## src/rtl/jtdsp16_do_cache_if.sv

```systemverilog
// Bus between the DSP16 decoder/ROM side and the do/redo loop cache.
//
// Handshake: the cache never back-pressures. A word moves across this bus
// on any clk edge where cen=1 and fetch_adv=1: in FILL the cache captures
// rom_dout, in PLAY it steps past the word currently on cache_dout.
// Without fetch_adv the cache holds its position and its output.
// do_start is a one-cen command pulse and is accepted only while busy=0.
interface jtdsp16_do_cache_if;
    logic        cen;
    logic        do_start;
    logic [10:0] do_data;
    logic        fetch_adv;
    logic [15:0] rom_dout;
    logic [15:0] cache_dout;
    logic        cache_sel;
    logic        pc_hold;
    logic        busy;
    logic [6:0]  iter_left;
    logic [1:0]  state;      // FSM state, debug visibility only

    modport master (
        output cen, do_start, do_data, fetch_adv, rom_dout,
        input  cache_dout, cache_sel, pc_hold, busy, iter_left, state
    );

    modport slave (
        input  cen, do_start, do_data, fetch_adv, rom_dout,
        output cache_dout, cache_sel, pc_hold, busy, iter_left, state
    );
endinterface

```

## src/rtl/jtdsp16_do_cache.sv

```systemverilog
// Loop cache for the DSP16 "do K {N instr}" and "redo K" instructions.
// The first pass of a loop runs from ROM while the words are captured;
// the remaining passes are replayed from the local buffer with the PC held.
module jtdsp16_do_cache #(
    parameter int DEPTH = 15,
    parameter int AW    = 4
) (
    input logic               clk,
    input logic               rst,
    jtdsp16_do_cache_if.slave bus
);

    localparam logic [1:0] ST_IDLE = 2'd0;
    localparam logic [1:0] ST_FILL = 2'd1;
    localparam logic [1:0] ST_PLAY = 2'd2;

    logic [1:0]    state;
    logic [AW-1:0] idx;
    logic [AW-1:0] n_len;
    logic [6:0]    kreq;
    logic [6:0]    iter_left;
    logic [15:0]   mem [0:DEPTH-1];

    logic [AW-1:0] cmd_n;
    logic [6:0]    cmd_k;
    logic          last_word;

    assign cmd_n     = AW'(bus.do_data[10:7]);
    assign cmd_k     = bus.do_data[6:0];
    // n_len is never zero outside IDLE, so n_len-1 is a valid last index
    assign last_word = (idx == n_len - AW'(1));

    // Loop buffer: written only during the first (ROM) pass, never reset
    always_ff @(posedge clk) begin
        if (bus.cen && state == ST_FILL && bus.fetch_adv)
            mem[idx] <= bus.rom_dout;
    end

    // Control FSM: command decode, capture indexing and replay counting
    always_ff @(posedge clk or posedge rst) begin
        if (rst) begin
            state     <= ST_IDLE;
            idx       <= '0;
            n_len     <= '0;
            kreq      <= '0;
            iter_left <= '0;
        end else if (bus.cen) begin
            case (state)
                ST_IDLE: begin
                    if (bus.do_start) begin
                        if (cmd_n != '0) begin
                            n_len <= cmd_n;
                            kreq  <= cmd_k;
                            idx   <= '0;
                            state <= ST_FILL;
                        end else if (n_len != '0 && cmd_k != 7'd0) begin
                            // redo: replay the buffered body K more times
                            iter_left <= cmd_k;
                            idx       <= '0;
                            state     <= ST_PLAY;
                        end
                    end
                end
                ST_FILL: begin
                    if (bus.fetch_adv) begin
                        if (last_word) begin
                            idx <= '0;
                            // the ROM pass counts as one iteration; K=0 acts as K=1
                            if (kreq >= 7'd2) begin
                                iter_left <= kreq - 7'd1;
                                state     <= ST_PLAY;
                            end else begin
                                state <= ST_IDLE;
                            end
                        end else begin
                            idx <= idx + AW'(1);
                        end
                    end
                end
                ST_PLAY: begin
                    if (bus.fetch_adv) begin
                        if (last_word) begin
                            idx       <= '0;
                            iter_left <= iter_left - 7'd1;
                            // leaving on this edge hands the next fetch back to ROM
                            if (iter_left == 7'd1)
                                state <= ST_IDLE;
                        end else begin
                            idx <= idx + AW'(1);
                        end
                    end
                end
                default: begin
                    state <= ST_IDLE;
                    idx   <= '0;
                end
            endcase
        end
    end

    assign bus.busy       = (state != ST_IDLE);
    assign bus.cache_sel  = (state == ST_PLAY);
    assign bus.pc_hold    = (state == ST_PLAY);
    assign bus.cache_dout = (state == ST_PLAY) ? mem[idx] : 16'd0;
    assign bus.iter_left  = iter_left;
    assign bus.state      = state;

endmodule
```

## src/flat_wrapper.sv

```systemverilog
// flat-port wrapper written by rule: the top's interface ports become plain ports
module jtdsp16_do_cache_flat 
#(
    parameter int DEPTH = 15,
    parameter int AW    = 4
)
  (clk, rst, bus_cen, bus_do_start, bus_do_data, bus_fetch_adv, bus_rom_dout, bus_cache_dout, bus_cache_sel, bus_pc_hold, bus_busy, bus_iter_left, bus_state);
  jtdsp16_do_cache_if bus_i ();
  input logic clk;
  input logic rst;
  input wire logic [$bits(bus_i.cen)-1:0] bus_cen;
  input wire logic [$bits(bus_i.do_start)-1:0] bus_do_start;
  input wire logic [$bits(bus_i.do_data)-1:0] bus_do_data;
  input wire logic [$bits(bus_i.fetch_adv)-1:0] bus_fetch_adv;
  input wire logic [$bits(bus_i.rom_dout)-1:0] bus_rom_dout;
  output wire logic [$bits(bus_i.cache_dout)-1:0] bus_cache_dout;
  output wire logic [$bits(bus_i.cache_sel)-1:0] bus_cache_sel;
  output wire logic [$bits(bus_i.pc_hold)-1:0] bus_pc_hold;
  output wire logic [$bits(bus_i.busy)-1:0] bus_busy;
  output wire logic [$bits(bus_i.iter_left)-1:0] bus_iter_left;
  output wire logic [$bits(bus_i.state)-1:0] bus_state;
  assign bus_i.cen = bus_cen;
  assign bus_i.do_start = bus_do_start;
  assign bus_i.do_data = bus_do_data;
  assign bus_i.fetch_adv = bus_fetch_adv;
  assign bus_i.rom_dout = bus_rom_dout;
  assign bus_cache_dout = bus_i.cache_dout;
  assign bus_cache_sel = bus_i.cache_sel;
  assign bus_pc_hold = bus_i.pc_hold;
  assign bus_busy = bus_i.busy;
  assign bus_iter_left = bus_i.iter_left;
  assign bus_state = bus_i.state;
  jtdsp16_do_cache #(.DEPTH(DEPTH), .AW(AW)) u_core (.clk(clk), .rst(rst), .bus(bus_i));
endmodule
```

## config.mk

```make
export PLATFORM = sky130hd
export DESIGN_NAME = jtdsp16_do_cache_flat
export DESIGN_NICKNAME = d
export VERILOG_FILES = /design/src/rtl/jtdsp16_do_cache_if.sv /design/src/rtl/jtdsp16_do_cache.sv /design/src/flat_wrapper.sv
export SDC_FILE = /design/constraint.sdc
export NUM_CORES = 1
export LEC_CHECK = 0
export CAP_MARGIN = 30
export CORE_UTILIZATION = 50
export CTS_BUF_LIST = sky130_fd_sc_hd__clkbuf_4
export CTS_CLUSTER_SIZE = 40
export DETAILED_ROUTE_END_ITERATION = 8
export PLACE_DENSITY = 0.67
export SLEW_MARGIN = 30
export SYNTH_ARGS = -nofsm -noshare
export SYNTH_HDL_FRONTEND = slang
export SYNTH_SLANG_ARGS = --single-unit
```

## constraint.sdc

```tcl
create_clock -name clk -period 7.65 [get_ports clk]
set_input_delay 1.1475 -clock clk [delete_from_list [all_inputs] [get_ports clk]]
set_output_delay 1.1475 -clock clk [all_outputs]
set_load 0.03 [all_outputs]
```

==> impl_results.md, run 1 <==
- Postcts setup bufs: 0
- Post-route DRC: 0
- CTS buffer count: a little under 70
- Crit path kind: reg2out
- Top cell type's share of synthesized area: between 60% and 70%
- Area grow syn2layout: 17.1%
- GRT Total Usage: 22.0%
- Routability congestion estimate: slightly above 0.8
- First-pass GRT wire length: around 36 mm
- Fraction of registers with async set/reset: 9.09%
- Leakage: ~4.3 nW
- Ports: 60
- WL/cell: between 20 and 25 um
- Synthesized area per cell: 18.5 um^2
- Initial Util: between 50% and 60%
- Register area share after synthesis: between 70% and 80%
- Clock latency on the worst-skew pair: between 0.6 and 0.7 ns
- # rows: 53
- CP arrival: between 4 and 5 ns
- Synth Flop Type: edfxtp_1
- Min-delay src: u_core.n_len[3]
- VDD IR-drop max: between 100 and 150 uV
- Hold depth: 1
- Skew final: 0.0377 ns
- Resized Gates After CTS: 0
- Final Hold Vio Count: 0
- Root Driver: clkbuf_4
- Multi-input logic area: about 3000 um^2
- Sink Count: between 200 and 300
- Hold Path Sink: u_core.n_len[3]
- Starting DRT DRC Count: roughly 380
- Fin crit share: about two thirds
- Area of the mapped netlist: approximately 11,000 um^2
- Setup TNS: 0 ns
- Setup crit end kind: output pin
- Most frequent cell after synthesis: edfxtp_1
- Clock Tree Buf Depth: 3
- Required time worst endpoint: roughly 6.5 ns
- Syn Inst Count: ~590
- Nets: ~750
- Worst R2R End: u_core.mem[0][12]
- DR vias: about 5.9k
- Vias per cell: about 5.7
- Grt ovf: 0
- Initial DRT Pass Iterations: 4
- Post-DRT Antenna Nets: 0
- CTS clk-pin slew, worst paths: roughly 0.06 ns
- Port Buf Inserts: approximately 60
- Layout cells sized above 1: a little under 30%
- Synthesized Nets: ~640
- Yosys top cell by area: edfxtp_1
- Worst-path fanout max: 37
- Status: complete, no violations
- Worst-case reg-to-reg path depth: 6
- WL final: about 23 mm
- Dpl hpwl: 13.2 mm
- Die span in x: about 150 um
- Top post-synthesis cells by count: 240 x edfxtp_1, 60 x mux4_2, 32 x nand2_1
- Final Max Tran Viols: 0
- Fill count: 1,611
- CP Launch Type: flop
- Pwr Density: 325 nW/um^2
- Hold_buf cts: 0
- Vias in the first global route: between 6k and 7k
- Clock period minus worst slack: 5.23 ns
- Largest net degree at the start of global routing: 74
- Endpoints failing setup: 0
- PnR Total Power: 0.00417 W
- Worst hold path class: reg2reg
- CTS tree: built
- Worst-margin pin slew: ~0.89 ns
- Max_slew headroom: between 40% and 50%
- Yosys warns: 0
- Number of synthesized flops with an enable pin: 240
- Core region area: 21,300 um^2
- Utilization after layout: between 60% and 70%
- Seq cells post-synth: 264
- Worst R2R Start: u_core.idx[0]
- Flop-to-flop setup slack: 4.60 ns
- Distinct cells, synth: between 50 and 60
- DIE AREA: about 23,000 um^2
- Max-cap violations: 0
- Area occupied by registers: ~7800 um^2
- CTS H-tree lvls: 3
- Die height: between 150 and 200 um
- Dominant cells by area after synthesis: edfxtp_1 66%, mux4_2 12%, dfrtp_1 5.5%
- Initial antenna violation count: 1
- Fmax: around 0.19 GHz
- RSZ-0062 raised after global routing: false
## worst max-delay path by stage
| stage | from | endpoint | slack, ns | cells past startpoint |
|---|---|---|---|---|
| after global placement | u_core.idx[0] | bus_cache_dout[13] | 3.02 | 5 |
| after CTS | u_core.idx[0] | bus_cache_dout[13] | 2.28 | 5 |
| final | u_core.idx[0] | bus_cache_dout[13] | 2.42 | 5 |
| after global routing | u_core.idx[0] | bus_cache_dout[13] | 2.18 | 5 |
| after floorplan | u_core.bus.state[0] | bus_cache_dout[0] | 4.24 | 5 |
| after detailed placement | u_core.idx[0] | bus_cache_dout[13] | 3.01 | 5 |
## registers in the layout, indices dropped and copies added (netlist names)
| name | cells |
|---|---|
| u_core.kreq | 7 |
| u_core.mem | 240 |
| u_core.bus.state | 2 |
| u_core.bus.iter_left | 7 |
| u_core.idx | 4 |
| u_core.n_len | 4 |
## cell type report
class	count	share of cell area [%]
repair buffers	75	5.54
multi-input cells	281	23.4
well taps	275	2.68
flip-flops and latches	264	60.9
clock buffers	99	5.79
clock inverters	21	1.25
inverters	15	0.439
diodes	1	0.0195
## power by group
group          switching, W  internal (W)  total [W]
sequential         0.000122       0.00166    0.00178
clock              0.000545      0.000696    0.00124
combinational      0.000590      0.000564    0.00115
## through the flow
| stage | std cells | setup WS (ns) | area [um^2] | hold slack [ns] |
|---|---|---|---|---|
| 2_1_floorplan | 592 | 4.24 | 11000 | 0.517 |
| 6_report | 1031 | 2.42 | 12800 | 0.575 |
| 4_1_cts | 1030 | 2.28 | 12800 | 0.573 |
| 3_5_place_dp | 910 | 3.01 | 11900 | 0.551 |
| 5_1_grt | 1031 | 2.18 | 12800 | 0.588 |
| 3_3_place_gp | 910 | 3.02 | 11900 | 0.548 |
## routing by layer
| layer | up-vias | wire length [um] | track usage, % |
|---|---|---|---|
| li1 | 2646 | - | - |
| met1 | 3039 | 10000 | 30.2 |
| met2 | 185 | 11400 | 34.7 |
| met3 | 36 | 1250 | 5.06 |
| met4 | 0 | 433 | 7.98 |
| met5 | - | 0 | 0 |
## worst max-delay path: stages (launching register included)
cell	delay, ns
dfrtp_4	0.90
buf_4	0.67
mux4_2	0.59
mux4_2	0.49
and2_1	0.17
clkdlybuf4s50_1	0.59
## kinds of logic (layout without fill, tap and decap cells)
family / after synthesis / after routing / share of synthesized area, %
multiplexers: 97 / 97 / 16.0
XOR/XNOR: 9 / 9 / 0.845
flip-flops: 264 / 264 / 71.2
AND/OR/NAND/NOR: 103 / 103 / 4.93
buffers and inverters: 47 / 210 / 1.95
other: 0 / 1 / 0
adder cells (fa/ha/maj): 13 / 13 / 1.48
AO/OA/AOI/OAI: 59 / 59 / 3.51
## layout by cell type (no fill, tap or decap), types with 3 or more instances in the layout
cell type,count
bufinv_16,3
xor2_1,6
o21ai_0,27
clkdlybuf4s50_1,59
a211oi_1,9
o31ai_1,3
mux2i_1,23
dfrtp_2,3
mux2_2,7
or3_1,3
nor2_1,8
clkinv_1,16
nand2b_1,6
ha_1,12
clkbuf_4,99
and3_1,5
buf_4,16
edfxtp_1,240
nor2_2,8
mux4_2,60
nor2b_1,4
nand2_1,32
nor3_2,4
mux2_4,5
nand3_1,4
and2_1,12
a21oi_1,6
inv_1,13
dfrtp_1,20
Note: power is estimated with default switching activity, not from simulation.
==> inputs of run 2 (changes only) <==
==> constraint.sdc (replaced) <==
create_clock -name clk -period 5.3 [get_ports clk]
set_input_delay 0.795 -clock clk [delete_from_list [all_inputs] [get_ports clk]]
set_output_delay 0.795 -clock clk [all_outputs]
set_load 0.03 [all_outputs]
==> run 2 against run 1 <==
Setup slack lost 1.5 ns. Combinational power grew 44%. Core utilization is essentially flat. Wire length shrank 1.4%.
==> impl_results.md, run 2 (synthesis results as in run 1) <==
- Critical Path Max Stage Delay: 0.79 ns (-0.11 ns)
- Hold_buf cts: 0 (unchanged)
- CP max-delay cell: dfrtp_4
- Skew final: 0.0628 ns (+0.0251 ns)
- GRT Total Usage: 21.5% (-0.51 points)
- Routability congestion estimate: 0.782 (-5.3%)
- Most frequent cells in the layout: 240 x edfxtp_1, 97 x clkbuf_4, 60 x mux4_2
- CTS clk-pin slew, worst paths: 0.07 ns (about the same)
- Critical path buffers and inverters: 3 (+1)
- WL final: 22.7 mm (-1.4%)
- Post-route DRC: 0 (unchanged)
- Die span in x: 150 um (unchanged)
- Resized Gates After CTS: 0 (unchanged)
- Layout cells sized above 1: 28.9% (-0.29 points)
- DIE AREA: 22,500 um^2 (unchanged)
- Dpl hpwl: 13.3 mm (+0.88%)
- Pwr Density: 464 nW/um^2 (+43%)
- Largest Register: u_core.mem
- Post-DRT Antenna Nets: 0 (unchanged)
- First-pass GRT wire length: 35.1 mm (-2.1%)
- Leakage: 4.25 nW (-0.17%)
- Endpoints failing setup: 0 (unchanged)
- Max_slew headroom: 43.0% (+2.8 points)
- Core region area: 21,300 um^2 (unchanged)
- Crit-path leading delay family: buffers and inverters
- Flop-to-flop setup slack: 2.23 ns (-2.37 ns)
- Clock latency on the worst-skew pair: 0.66 ns (about the same)
- Fmax: between 0.2 and 0.25 GHz
- Die height: 150 um (unchanged)
- CP arrival: 3.54 ns (-0.54 ns)
- Worst-margin pin slew: 0.850 ns (-0.0415 ns)
- Setup crit end kind: output pin
- Max-cap violations: 0 (unchanged)
- Worst hold path class: in2async
- Fill count: 1,536 (-4.7%)
- Most used cell along the critical path: a211oi_1
- Grt ovf: 0 (unchanged)
- Worst-path fanout max: 31 (-16%)
- Initial antenna violation count: 1 (unchanged)
- Final Non-Filler Cells: 1,035 (+0.39%)
- Port Buf Inserts: 59 (unchanged)
- Largest register FFs: 240 (unchanged)
- WL/cell: 22.0 um (-1.8%)
- Vias in the first global route: 6,175 (-0.44%)
- Setup TNS: 0 ns (unchanged)
- CP Launch Type: flop
- Nets: 752 (+0.13%)
- Initial DRT Pass Iterations: 5 (+1)
- Largest regs: u_core.mem (240), u_core.bus.iter_left (7), u_core.kreq (7)
- CTS tree: built
- Area grow syn2layout: 17.0% (about the same)
- RSZ-0062 raised after global routing: false
- Ports: 60 (unchanged)
- Clock Tree Buf Depth: 3 (unchanged)
- Initial Util: 51.5% (unchanged)
- Placed cell count: 912 (+0.22%)
- Crit path kind: reg2out
- Hold Slack: 0.490 ns (-0.0857 ns)
- Sink Count: 264 (unchanged)
- Status: complete, no violations
- # rows: 53 (unchanged)
- Utilization after layout: 60.3% (about the same)
- Commonest non-fill, non-tap cell in the layout: edfxtp_1
- Worst-path cell chain: buf_16, buf_4, mux4_2, a211oi_1, a211oi_1, clkdlybuf4s50_1
- Required time worst endpoint: 4.51 ns (-1.99 ns)
- Final Max Tran Viols: 0 (unchanged)
- CTS buffer count: 68 (-1.4%)
- PnR Total Power: 0.00596 W (+43%)
- Starting DRT DRC Count: 404 (+6.0%)
- Final Hold Vio Count: 0 (unchanged)
- Postcts setup bufs: 0 (unchanged)
- VDD IR-drop max: 244 uV (+67%)
- Largest net degree at the start of global routing: 34 (-54%)
- Fin crit share: around four fifths
- Vias per cell: 5.69 (-0.72%)
- DR vias: 5,886 (-0.34%)
- Clock period minus worst slack: about 4.3 ns
- CTS H-tree lvls: 3 (unchanged)
- Root Driver: clkbuf_4
## run 2: cell count changes in the layout (fill, tap and decap cells not counted), sizes merged
cell	before	now
clkbuf	99	97
buf	16	18
clkinvlp	0	1
bufinv	3	1
inv	15	16
clkinv	18	22
## run 2: final timing paths
kind,depth (start not counted),start,to
worst max-delay path,6,u_core.idx[0],bus_cache_dout[4]
worst min register to register,1,u_core.kreq[5],u_core.kreq[5]
worst min-delay path,2,rst,u_core.kreq[3]
min in group clk,1,u_core.kreq[5],u_core.kreq[5]
max in group asynchronous,2,rst,u_core.idx[1]
worst max register to register,6,u_core.idx[0],u_core.mem[3][12]
## run 2: stage by stage
stage | cell area, um^2 | setup WS [ns]
floorplan | 11000 | 2.25
global placement | 11900 | 1.35
detailed placement | 12000 | 1.52
CTS | 12800 | 0.825
global route | 12800 | 0.696
finish | 12800 | 0.962
## run 2: layout make-up
type / instances / area [um^2] / share of cell area (%)
flip-flops and latches: 264 / 7820 / 60.9
multi-input cells: 281 / 3010 / 23.5
repair buffers: 77 / 746 / 5.81
clock buffers: 97 / 728 / 5.68
well taps: 275 / 344 / 2.68
clock inverters: 25 / 126 / 0.985
inverters: 15 / 56.3 / 0.439
diodes: 1 / 2.50 / 0.0195
## run 2: routing by layer
layer | global-route usage [%] | wire length (um) | vias to the layer above
met2 | 34.2 | 11100 | 195
met4 | 8.48 | 537 | 0
met3 | 4.85 | 1280 | 43
li1 | - | - | 2655
met5 | 0 | 0 | -
met1 | 29.0 | 9820 | 2993
## run 2: worst register-to-register path, cell delays in order, from the launching register on
cell	delay [ns]
dfrtp_4	0.79
buf_16	0.31
buf_4	0.32
ha_1	0.25
nand2_1	0.11
nor3_2	0.61
buf_4	0.36
## run 2: report_power, final
part	internal [W]	switching [W]	total, W	leakage [nW]
sequential	0.00239	0.000212	0.00260	2.45
combinational	0.000832	0.000830	0.00166	1.30
clock	0.000896	0.000796	0.00169	0.507
==> inputs of run 3 (changes only) <==
==> constraint.sdc (replaced) <==
create_clock -name clk -period 4.35 [get_ports clk]
set_input_delay 0.6525 -clock clk [delete_from_list [all_inputs] [get_ports clk]]
set_output_delay 0.6525 -clock clk [all_outputs]
set_load 0.03 [all_outputs]
==> run 3 against run 2 <==
Die area is the same. Total power grew 22%. Critical path depth grew 1. Largest power group unchanged. Worst hold slack lost 0.11 ns. Clock skew shrank 0.035 ns. Via count shrank 0.24%. Combinational power grew 23%.
==> impl_results.md, run 3 (synthesis results as in run 1) <==
- Critical Path Max Stage Delay: 0.65 ns (-0.14 ns)
- Initial antenna violation count: 1 (unchanged)
- Required time worst endpoint: 3.70 ns (-0.81 ns)
- Status: complete, no violations
- WL final: 23.1 mm (+1.5%)
- Worst-margin pin slew: 0.731 ns (-0.119 ns)
- Final Max Tran Viols: 0 (unchanged)
- Fill count: 1,588 (+3.4%)
- Leakage: 4.29 nW (+0.94%)
- Part of the power in registers: 43.5% (-0.2 points)
- Worst-path cell chain: buf_12, buf_12, mux4_2, nor2b_1, a211oi_1, a211oi_1, clkdlybuf4s50_1
- Flop-to-flop setup slack: 1.53 ns (-0.70 ns)
- Worst R2R End: u_core.mem[0][2]
- CTS tree: built
- Worst-case reg-to-reg path depth: 6 (unchanged)
- Vias per cell: 5.65 (-0.72%)
- Sw Ratio: 30.4% (-0.46 points)
- Initial DRT Pass Iterations: 5 (unchanged)
- Area grow syn2layout: 17.5%
- Fmax: 0.252 GHz
- Setup TNS: 0 ns (unchanged)
- Port Buf Inserts: 59 (unchanged)
- Comb pwr share: 28.2% (+0.3 points)
- Most frequent cells in the layout: 240 x edfxtp_1, 94 x clkbuf_4, 60 x mux4_2
- Dpl hpwl: 13.4 mm (+1.3%)
- Clock Tree Buf Depth: 3 (unchanged)
- Grt ovf: 0 (unchanged)
- WL/cell: 22.2 um (+0.99%)
- Post-route DRC: 0 (unchanged)
- Routability congestion estimate: 0.789 (+0.87%)
- DR vias: 5,872 (-0.24%)
- Clock period minus worst slack: between 3 and 4 ns
- Max-cap violations: 0 (unchanged)
- Final WS setup: 0.380 ns (-0.582 ns)
- CP Launch Type: flop
- Layout cells sized above 1: 28.9% (+0.073 points)
- RSZ-0062 raised after global routing: false
- Worst-path fanout max: 20 (-35%)
- Clock share of power: 28.3% (about the same)
- GRT Total Usage: 21.6% (+0.080 points)
- Crit path kind: reg2out
- Fin crit share: around 90%
- Area occupied by registers: 7820 um^2 (about the same)
- Die height: 150 um (unchanged)
- Largest regs: u_core.mem (240), u_core.bus.iter_left (7), u_core.kreq (7)
- Nets: 760 (+1.1%)
- Max_slew headroom: 51.0% (+8.0 points)
- Place WS: 0.805 ns (-0.717 ns)
- Root Driver: clkbuf_4
- CTS H-tree lvls: 3 (unchanged)
- Post-DRT Antenna Nets: 0 (unchanged)
- Int Power: 0.00508 W (+23%)
- Vias in the first global route: 6,082 (-1.5%)
- Core region area: 21,300 um^2 (unchanged)
- Final Hold Vio Count: 0 (unchanged)
- Multi-input logic area: 2980 um^2 (-0.87%)
- Largest register FFs: 240 (unchanged)
- Die span in x: 150 um (unchanged)
- Worst hold path class: in2async
- Commonest non-fill, non-tap cell in the layout: edfxtp_1
- CTS buffer count: 69 (+1.5%)
- Initial Util: 51.5% (unchanged)
- Endpoints failing setup: 0 (unchanged)
- Ports: 60 (unchanged)
- CTS clk-pin slew, worst paths: 0.07 ns (about the same)
- Largest Register: u_core.mem
- Worst R2R Start: u_core.idx[1]
- # rows: 53 (unchanged)
- VDD IR-drop max: 245 uV (+0.59%)
- Hold Slack: 0.378 ns (-0.112 ns)
- Pwr Density: 566 nW/um^2 (+22%)
- Resized Gates After CTS: 0 (unchanged)
- Setup crit end kind: output pin
- Largest net degree at the start of global routing: 54 (+59%)
- CP arrival: 3.32 ns (-0.22 ns)
- First-pass GRT wire length: 35.0 mm (-0.33%)
- DIE AREA: 22,500 um^2 (unchanged)
- Starting DRT DRC Count: 353 (-13%)
- Skew final: 0.0279 ns (-0.0349 ns)
- Sink Count: 264 (unchanged)
- Clock latency on the worst-skew pair: 0.65 ns (about the same)
- CP max-delay cell: dfrtp_4
- Sw Pwr: 0.00222 W (+21%)
## run 3: cell types whose count changed in the layout (fill, tap and decap cells not counted), moves of 2 or more
cell / previous run / this run
nor2_2: 5 / 10
dfrtp_4: 1 / 3
clkbuf_4: 97 / 94
buf_4: 17 / 22
nor2_4: 5 / 0
dfrtp_2: 3 / 1
clkinv_1: 20 / 22
buf_12: 0 / 3
## run 3: critical path, delay by kind of cell (launching register included)
kind | cells | cell delay, ns
AO/OA/AOI/OAI | 2 | 0.31
buffers and inverters | 3 | 1.07
flip-flops | 1 | 0.65
multiplexers | 1 | 0.50
AND/OR/NAND/NOR | 1 | 0.14
## run 3: metrics by stage
step           power, W  cells  util (%)  instance area [um^2]
2_1_floorplan   0.00464    592         -                 11000
3_3_place_gp    0.00522    918      56.3                 12000
3_5_place_dp    0.00526    918      56.4                 12000
4_1_cts         0.00735   1038      60.4                 12900
5_1_grt         0.00769   1040      60.5                 12900
6_report        0.00729   1040      60.5                 12900
## run 3: power by group through the flow
| stage | Combinational [W] | Clock [W] | Sequential, W |
|---|---|---|---|
| after global routing | 0.00223 | 0.00226 | 0.00320 |
| after CTS | 0.00202 | 0.00213 | 0.00320 |
| after floorplan | 0.00149 | 0 | 0.00315 |
| after global placement | 0.00198 | 0 | 0.00324 |
| final | 0.00205 | 0.00207 | 0.00317 |
| after detailed placement | 0.00201 | 0 | 0.00325 |
## run 3: final cells by class
type	count	area share (%)
Sequential cell	264	60.7
Multi-Input combinational cell	281	23.2
Tap cell	275	2.67
Inverter	15	0.437
Clock inverter	26	1.19
Antenna cell	1	0.0194
Clock buffer	94	5.48
Timing Repair Buffer	84	6.33
## run 3: routing by layer
metal	vias up	global-route usage (%)	wire, um	part of all wire [%]
li1	2658	-	-	-
met1	2968	28.1	9580	42
met2	208	35.4	11600	50
met3	38	4.82	1510	6.5
met4	0	8.74	385	1.7
met5	-	0	0	0
## run 3: repair_timing
| item | 4_1_cts | 5_1_grt |
|---|---|---|
| hold buffers | 0 | 0 |
| setup endpoints to repair | 0 | 1 |
| setup buffers | 0 | 1 |
## run 3: worst max path at each step
stage                                    end           from  slack (ns)  cells after the start
after floorplan             u_core.mem[2][0]  u_core.idx[0]        1.43                      8
after global placement    bus_cache_dout[12]  u_core.idx[1]        0.74                      5
after detailed placement   bus_cache_dout[8]  u_core.idx[0]        0.80                      7
after CTS                  bus_cache_dout[8]  u_core.idx[0]        0.11                      7
after global routing       bus_cache_dout[0]  u_core.idx[0]        0.18                      7
final                      bus_cache_dout[8]  u_core.idx[0]        0.38                      7
